===== src/rtl/spi_slave_burst_fe.sv =====
// SPI-clock-domain front end of the SPI register port.
// Decodes R/W + address frames, optional auto-increment bursts, and a programmable
// read turnaround. Transfers leave over a toggle req/ack handshake.
module spi_slave_burst_fe #(
  parameter int unsigned ADDR_W       = 15,
  parameter int unsigned DATA_W       = 16,
  parameter int unsigned DUMMY_CYCLES = 4,
  parameter bit          BURST_EN     = 1'b1
) (
  input  logic              spi_clk,
  input  logic              sys_rst_n,
  input  logic              spi_cs_n,
  input  logic              spi_mosi,
  output logic              spi_miso,
  output logic              spi_miso_oe,
  output logic              req_tgl,
  output logic              req_wr,
  output logic [ADDR_W-1:0] req_addr,
  output logic [DATA_W-1:0] req_wdata,
  input  logic              ack_tgl,
  input  logic [DATA_W-1:0] ack_rdata,
  output logic              err_ovr,
  output logic              err_late
);

  localparam int unsigned CNT_MAX0 = (ADDR_W > DATA_W) ? ADDR_W : DATA_W;
  localparam int unsigned CNT_MAX  = (CNT_MAX0 > DUMMY_CYCLES) ? CNT_MAX0 : DUMMY_CYCLES;
  localparam int unsigned CNT_W    = $clog2(CNT_MAX + 1);

  localparam logic [CNT_W-1:0] ADDR_LAST  = CNT_W'(ADDR_W - 1);
  localparam logic [CNT_W-1:0] DATA_LAST  = CNT_W'(DATA_W - 1);
  localparam logic [CNT_W-1:0] DUMMY_LAST = CNT_W'(DUMMY_CYCLES - 1);

  // IDLE also covers the command bit: edge 1 latches R/W and moves straight to ADDR.
  localparam logic [2:0] ST_IDLE  = 3'd0;
  localparam logic [2:0] ST_ADDR  = 3'd1;
  localparam logic [2:0] ST_WDATA = 3'd2;
  localparam logic [2:0] ST_DUMMY = 3'd3;
  localparam logic [2:0] ST_RDATA = 3'd4;
  localparam logic [2:0] ST_DONE  = 3'd5;

  logic [2:0]        state_q, state_d;
  logic [CNT_W-1:0]  cnt_q, cnt_d;
  logic              rd_q, rd_d;
  logic [ADDR_W-1:0] addr_q, addr_d;
  logic [DATA_W-1:0] sr_q, sr_d;
  logic              oe_q, oe_d;

  logic              ack_meta_q, ack_s_q;
  logic              outstanding;
  logic              frame_rst_n;

  logic              issue, issue_wr, load;
  logic [ADDR_W-1:0] issue_addr;
  logic [DATA_W-1:0] issue_wdata;

  // Frame state is cleared by either system reset or a deselected chip select.
  assign frame_rst_n = sys_rst_n & ~spi_cs_n;
  assign outstanding = (req_tgl != ack_s_q);
  assign spi_miso    = oe_q & sr_q[DATA_W-1];
  assign spi_miso_oe = oe_q;

  // Frame decoder: next state, shift registers and transfer issue/load strobes.
  always_comb begin
    state_d     = state_q;
    cnt_d       = cnt_q;
    rd_d        = rd_q;
    addr_d      = addr_q;
    sr_d        = sr_q;
    oe_d        = oe_q;
    issue       = 1'b0;
    issue_wr    = 1'b0;
    issue_addr  = addr_q;
    issue_wdata = sr_q;
    load        = 1'b0;
    case (state_q)
      ST_IDLE: begin
        rd_d    = spi_mosi;
        cnt_d   = '0;
        state_d = ST_ADDR;
      end
      ST_ADDR: begin
        addr_d = {addr_q[ADDR_W-2:0], spi_mosi};
        cnt_d  = cnt_q + 1'b1;
        if (cnt_q == ADDR_LAST) begin
          cnt_d = '0;
          if (rd_q) begin
            issue      = 1'b1;
            issue_addr = addr_d;
            state_d    = ST_DUMMY;
          end else begin
            state_d = ST_WDATA;
          end
        end
      end
      ST_WDATA: begin
        sr_d  = {sr_q[DATA_W-2:0], spi_mosi};
        cnt_d = cnt_q + 1'b1;
        if (cnt_q == DATA_LAST) begin
          cnt_d       = '0;
          issue       = 1'b1;
          issue_wr    = 1'b1;
          issue_addr  = addr_q;
          issue_wdata = sr_d;
          if (BURST_EN) begin
            addr_d = addr_q + 1'b1;
          end else begin
            state_d = ST_DONE;
          end
        end
      end
      ST_DUMMY: begin
        cnt_d = cnt_q + 1'b1;
        if (cnt_q == DUMMY_LAST) begin
          load = 1'b1;
        end
      end
      ST_RDATA: begin
        sr_d  = {sr_q[DATA_W-2:0], 1'b0};
        cnt_d = cnt_q + 1'b1;
        if (cnt_q == DATA_LAST) begin
          if (BURST_EN) begin
            load = 1'b1;
          end else begin
            cnt_d   = '0;
            oe_d    = 1'b0;
            state_d = ST_DONE;
          end
        end
      end
      default: ;
    endcase
    // Load edge: an unacked read yields zeros; in burst mode prefetch the next address.
    if (load) begin
      sr_d    = outstanding ? '0 : ack_rdata;
      oe_d    = 1'b1;
      cnt_d   = '0;
      state_d = ST_RDATA;
      if (BURST_EN) begin
        issue      = 1'b1;
        issue_addr = addr_q + 1'b1;
        addr_d     = addr_q + 1'b1;
      end
    end
  end

  // Frame registers.
  always_ff @(posedge spi_clk or negedge frame_rst_n) begin
    if (!frame_rst_n) begin
      state_q <= ST_IDLE;
      cnt_q   <= '0;
      rd_q    <= 1'b0;
      addr_q  <= '0;
      sr_q    <= '0;
      oe_q    <= 1'b0;
    end else begin
      state_q <= state_d;
      cnt_q   <= cnt_d;
      rd_q    <= rd_d;
      addr_q  <= addr_d;
      sr_q    <= sr_d;
      oe_q    <= oe_d;
    end
  end

  // Two-flop synchroniser for the system-domain ack toggle.
  always_ff @(posedge spi_clk or negedge sys_rst_n) begin
    if (!sys_rst_n) begin
      ack_meta_q <= 1'b0;
      ack_s_q    <= 1'b0;
    end else begin
      ack_meta_q <= ack_tgl;
      ack_s_q    <= ack_meta_q;
    end
  end

  // Request port and sticky error flags; survive chip-select deassertion.
  always_ff @(posedge spi_clk or negedge sys_rst_n) begin
    if (!sys_rst_n) begin
      req_tgl   <= 1'b0;
      req_wr    <= 1'b0;
      req_addr  <= '0;
      req_wdata <= '0;
      err_ovr   <= 1'b0;
      err_late  <= 1'b0;
    end else begin
      if (issue) begin
        if (outstanding) begin
          err_ovr <= 1'b1;
        end else begin
          req_tgl  <= ~req_tgl;
          req_wr   <= issue_wr;
          req_addr <= issue_addr;
          if (issue_wr) begin
            req_wdata <= issue_wdata;
          end
        end
      end
      if (load && outstanding) begin
        err_late <= 1'b1;
      end
    end
  end

endmodule


===== config.mk =====
export PLATFORM = sky130hd
export DESIGN_NAME = spi_slave_burst_fe
export DESIGN_NICKNAME = d
export VERILOG_FILES = /design/src/rtl/spi_slave_burst_fe.sv
export SDC_FILE = /design/constraint.sdc
export NUM_CORES = 1
export LEC_CHECK = 0
export BUFFER_PORTS_ARGS = -buffer_cell sky130_fd_sc_hd__buf_2
export CORE_MARGIN = 2
export CORE_UTILIZATION = 62
export CTS_CLUSTER_SIZE = 25
export DETAILED_ROUTE_END_ITERATION = 12
export GPL_ROUTABILITY_DRIVEN = 1
export PLACE_DENSITY = 0.84
export SLEW_MARGIN = 0
export SYNTH_ARGS = -nofsm -noshare
export SYNTH_HDL_FRONTEND = slang
export SYNTH_SLANG_ARGS = --single-unit

===== constraint.sdc =====
create_clock -name spi_clk -period 10.9 [get_ports spi_clk]
set_clock_uncertainty 0.2 [all_clocks]
set_input_delay 3.27 -clock spi_clk [delete_from_list [all_inputs] [get_ports spi_clk]]
set_output_delay 3.27 -clock spi_clk [all_outputs]
set_load 0.005 [all_outputs]

==> run_results.csv <==
group,metric,value,unit
status,run_status,"complete, no violations",
cells_and_area,fillers,524,
yosys,avgSynthCellArea,9.26,um2
cells_and_area,antenna_cells,0,
sta,slew_headroom,20.2,%
power,power_density,247,mW/mm2
clock_tree,cts-root-buf,"clkbuf_8",
routing,wl,9750,um
yosys,syn_nets,481,
clock_tree,cts_buffer_depth,2,
cells_and_area,multi_input_area,0.00207,mm2
power,p_leak,2.15,nW
clock_tree,cts_tree,"built",
sta,finalSetupViolations,0,
worst_setup_path,worst_setup_path_end_kind,"primary output",
cells_and_area,finish.instance_area,0.00467,mm2
worst_setup_path,r2r_slack,7.68,ns
yosys,yosysTopAreaCell,"dfrtp_1",
clock_tree,cts.sinks,78,
clock_tree,ctsHoldBuffers,0,
worst_setup_path,r2r_cells,6,
routing,dr.first_iter.drc_count,249,
cells_and_area,drive_gt1_share,23.2,%
routing,drt-wirelength-per-cell,16.9,um
routing,wl_met2,4730,um
clock_tree,cts_setup_buffers,0,
worst_setup_path,crit_path_start,"sr_q[15]",
die,pin_count,58,
routing,drc,0,
yosys,synthCells,455,
place,place_ws,6.02,ns
worst_setup_path,critPathMaxFanout,2,
cells_and_area,final_common_cell,"dfrtp_1",
yosys,ys_ff_latch,78,
yosys,yosysWarnings,0,
sta,finalCritPeriodShare,41.1,%
clock_tree,path_clk_slew,0.09,ns
worst_setup_path,reg2reg_to,"req_addr[6]",
clock_tree,h-tree-depth,3,
sta,fmax,223,MHz
sta,fin_ws,6.42,ns
routing,met3_length,476,um
place,gp_congestion,0.881,
worst_setup_path,worstPathArrival,1.01,ns
global_routing,grt_pass1_vias,3438,
yosys,synth_edf_count,0,
clock_tree,clock_latency,0.36,ns
routing,routed.top_layer,"met4",
yosys,synth_top_area_share,46.3,%
global_routing,grt_max_degree,42,
routing,wl_met1,4420,um
cells_and_area,mostFrequentLayoutCells,"dfrtp_1, nand2_1, buf_2",
die,die_area,0.00747,mm2
routing,dr_total_vias,3609,
routing,drt-vias-per-instance,6.27,
worst_setup_path,critPathRequiredTime,7.43,ns
sta,rsz0062_at_grt,"false",
sta,slew_viol_final,0,
place,dpl_cell_area,0.00446,mm2
worst_setup_path,crit_end,"spi_miso",
routing,ant_nets,0,
die,row_count,30,
cells_and_area,final_nets,517,
clock_tree,cts_resized,0,
routing,drtPass1Iterations,7,
die,start_util,63.1,%
worst_setup_path,criticalPathCategory,"reg -> out",
yosys,seq_area_frac_synth,46.3,%
cells_and_area,syn2layout_area_growth,10.7,%
sta,worst_pin_slew,1.20,ns
die,coreArea,0.00668,mm2
yosys,synth_ff_type,"dfrtp_1",
global_routing,globalRouteTotalUtil,27.5,%
sta,hold_viol_final,0,
global_routing,overflow,0,
power,peakVddDrop,175,uV
die,die_w,86.5,um
flow_run,drv_cap,0,
clock_tree,cts_buffers,9,
global_routing,grt_pass1_wl,16300,um
worst_setup_path,critPathLaunchType,"flip-flop",
worst_setup_path,r2r-start,"cnt_q[0]",
place,portBuffers,57,
yosys,synth_cell_types,60,
sta,period_minus_slack,4.48,ns
global_routing,grt_antenna_before_repair,0,
cells_and_area,seq_area,0.00195,mm2
sta,setup_tns,0,ns
min_path,hold_class,"reg -> reg",
die,die_h,86.5,um
place,hpwl,6510,um
yosys,ys_top_cells_by_area,"dfrtp_1, nand2_1, mux2_2",
yosys,async_flop_share,100,%
yosys,syn_area,0.00422,mm2
==> critical path, cell delays in order (launching register included) <==
cell	delay, ns
dfrtp_1	0.39
and2_1	0.15
buf_2	0.12
==> per-stage QoR <==
stage	total power, mW	hold slack (ns)	util (%)	cells
after floorplan	0.813	0.131	-	455
after global placement	0.902	0.133	66.8	560
after detailed placement	0.928	0.144	66.8	560
after CTS	1.15	0.165	69.9	576
after global routing	1.23	0.184	69.9	576
final	1.15	0.166	69.9	576
==> worst min-delay path by stage <==
stage	end	slack (ns)	cells after the start	start
CTS	ack_s_q	0.16	0	ack_meta_q
floorplan	ack_s_q	0.13	0	ack_meta_q
global placement	ack_s_q	0.13	0	ack_meta_q
finish	ack_s_q	0.17	0	ack_meta_q
detailed placement	ack_s_q	0.14	0	ack_meta_q
global route	ack_s_q	0.18	0	ack_meta_q
==> state kept, by name (all words and copies together) (netlist names) <==
signal and count:
err_ovr 1, addr_q 15, ack_meta_q 1, state_q 3
rd_q 1, err_late 1, sr_q 16, ack_s_q 1
spi_miso_oe 1, cnt_q 5, req_wr 1, req_tgl 1
req_wdata 16, req_addr 15
==> layout make-up <==
type	instances	area share (%)
sequential	78	41.8
timing repair buffer	62	6.92
tap	80	2.14
inverter	5	0.402
clock buffer	9	2.65
multi-input combinational	335	44.3
clock inverter	7	1.72
==> power breakdown <==
group	internal [mW]	leakage (nW)	switching [mW]	total, mW
logic	0.178	1.07	0.241	0.420
clock network	0.109	0.102	0.118	0.227
registers	0.381	0.981	0.125	0.506
total	0.668	2.15	0.484	1.15
==> kinds of logic after synthesis <==
group / synth area share, %
simple gates: 21.8
compound gates: 19.6
flops: 46.3
buf+inv: 4.96
mux: 5.02
fa+ha+maj: 1.48
xor+xnor: 0.831
==> layer usage <==
layer / vias up / GRT usage [%]
li1: 1715 / -
met4: 0 / 8.38
met5: - / 0
met3: 15 / 7.24
met2: 113 / 42.9
met1: 1766 / 37.9
==> cells in the mapped netlist, types with 3 or more instances <==
cell type	number
mux2_2	16
a31oi_1	23
o21ai_1	9
buf_6	3
o22ai_1	5
buf_2	8
and2_1	3
xnor2_1	3
inv_1	5
nand3_1	27
o41ai_2	8
nand2_1	64
o21ai_0	9
o31ai_1	9
nand2b_1	7
and3_1	3
buf_4	5
or2_2	3
dfrtp_1	78
nor4_1	3
a21oi_1	30
nor2_1	40
ha_1	5
clkbuf_1	19
o211ai_1	5
nor3_1	19
No activity file was read; power rests on OpenSTA's default activity.
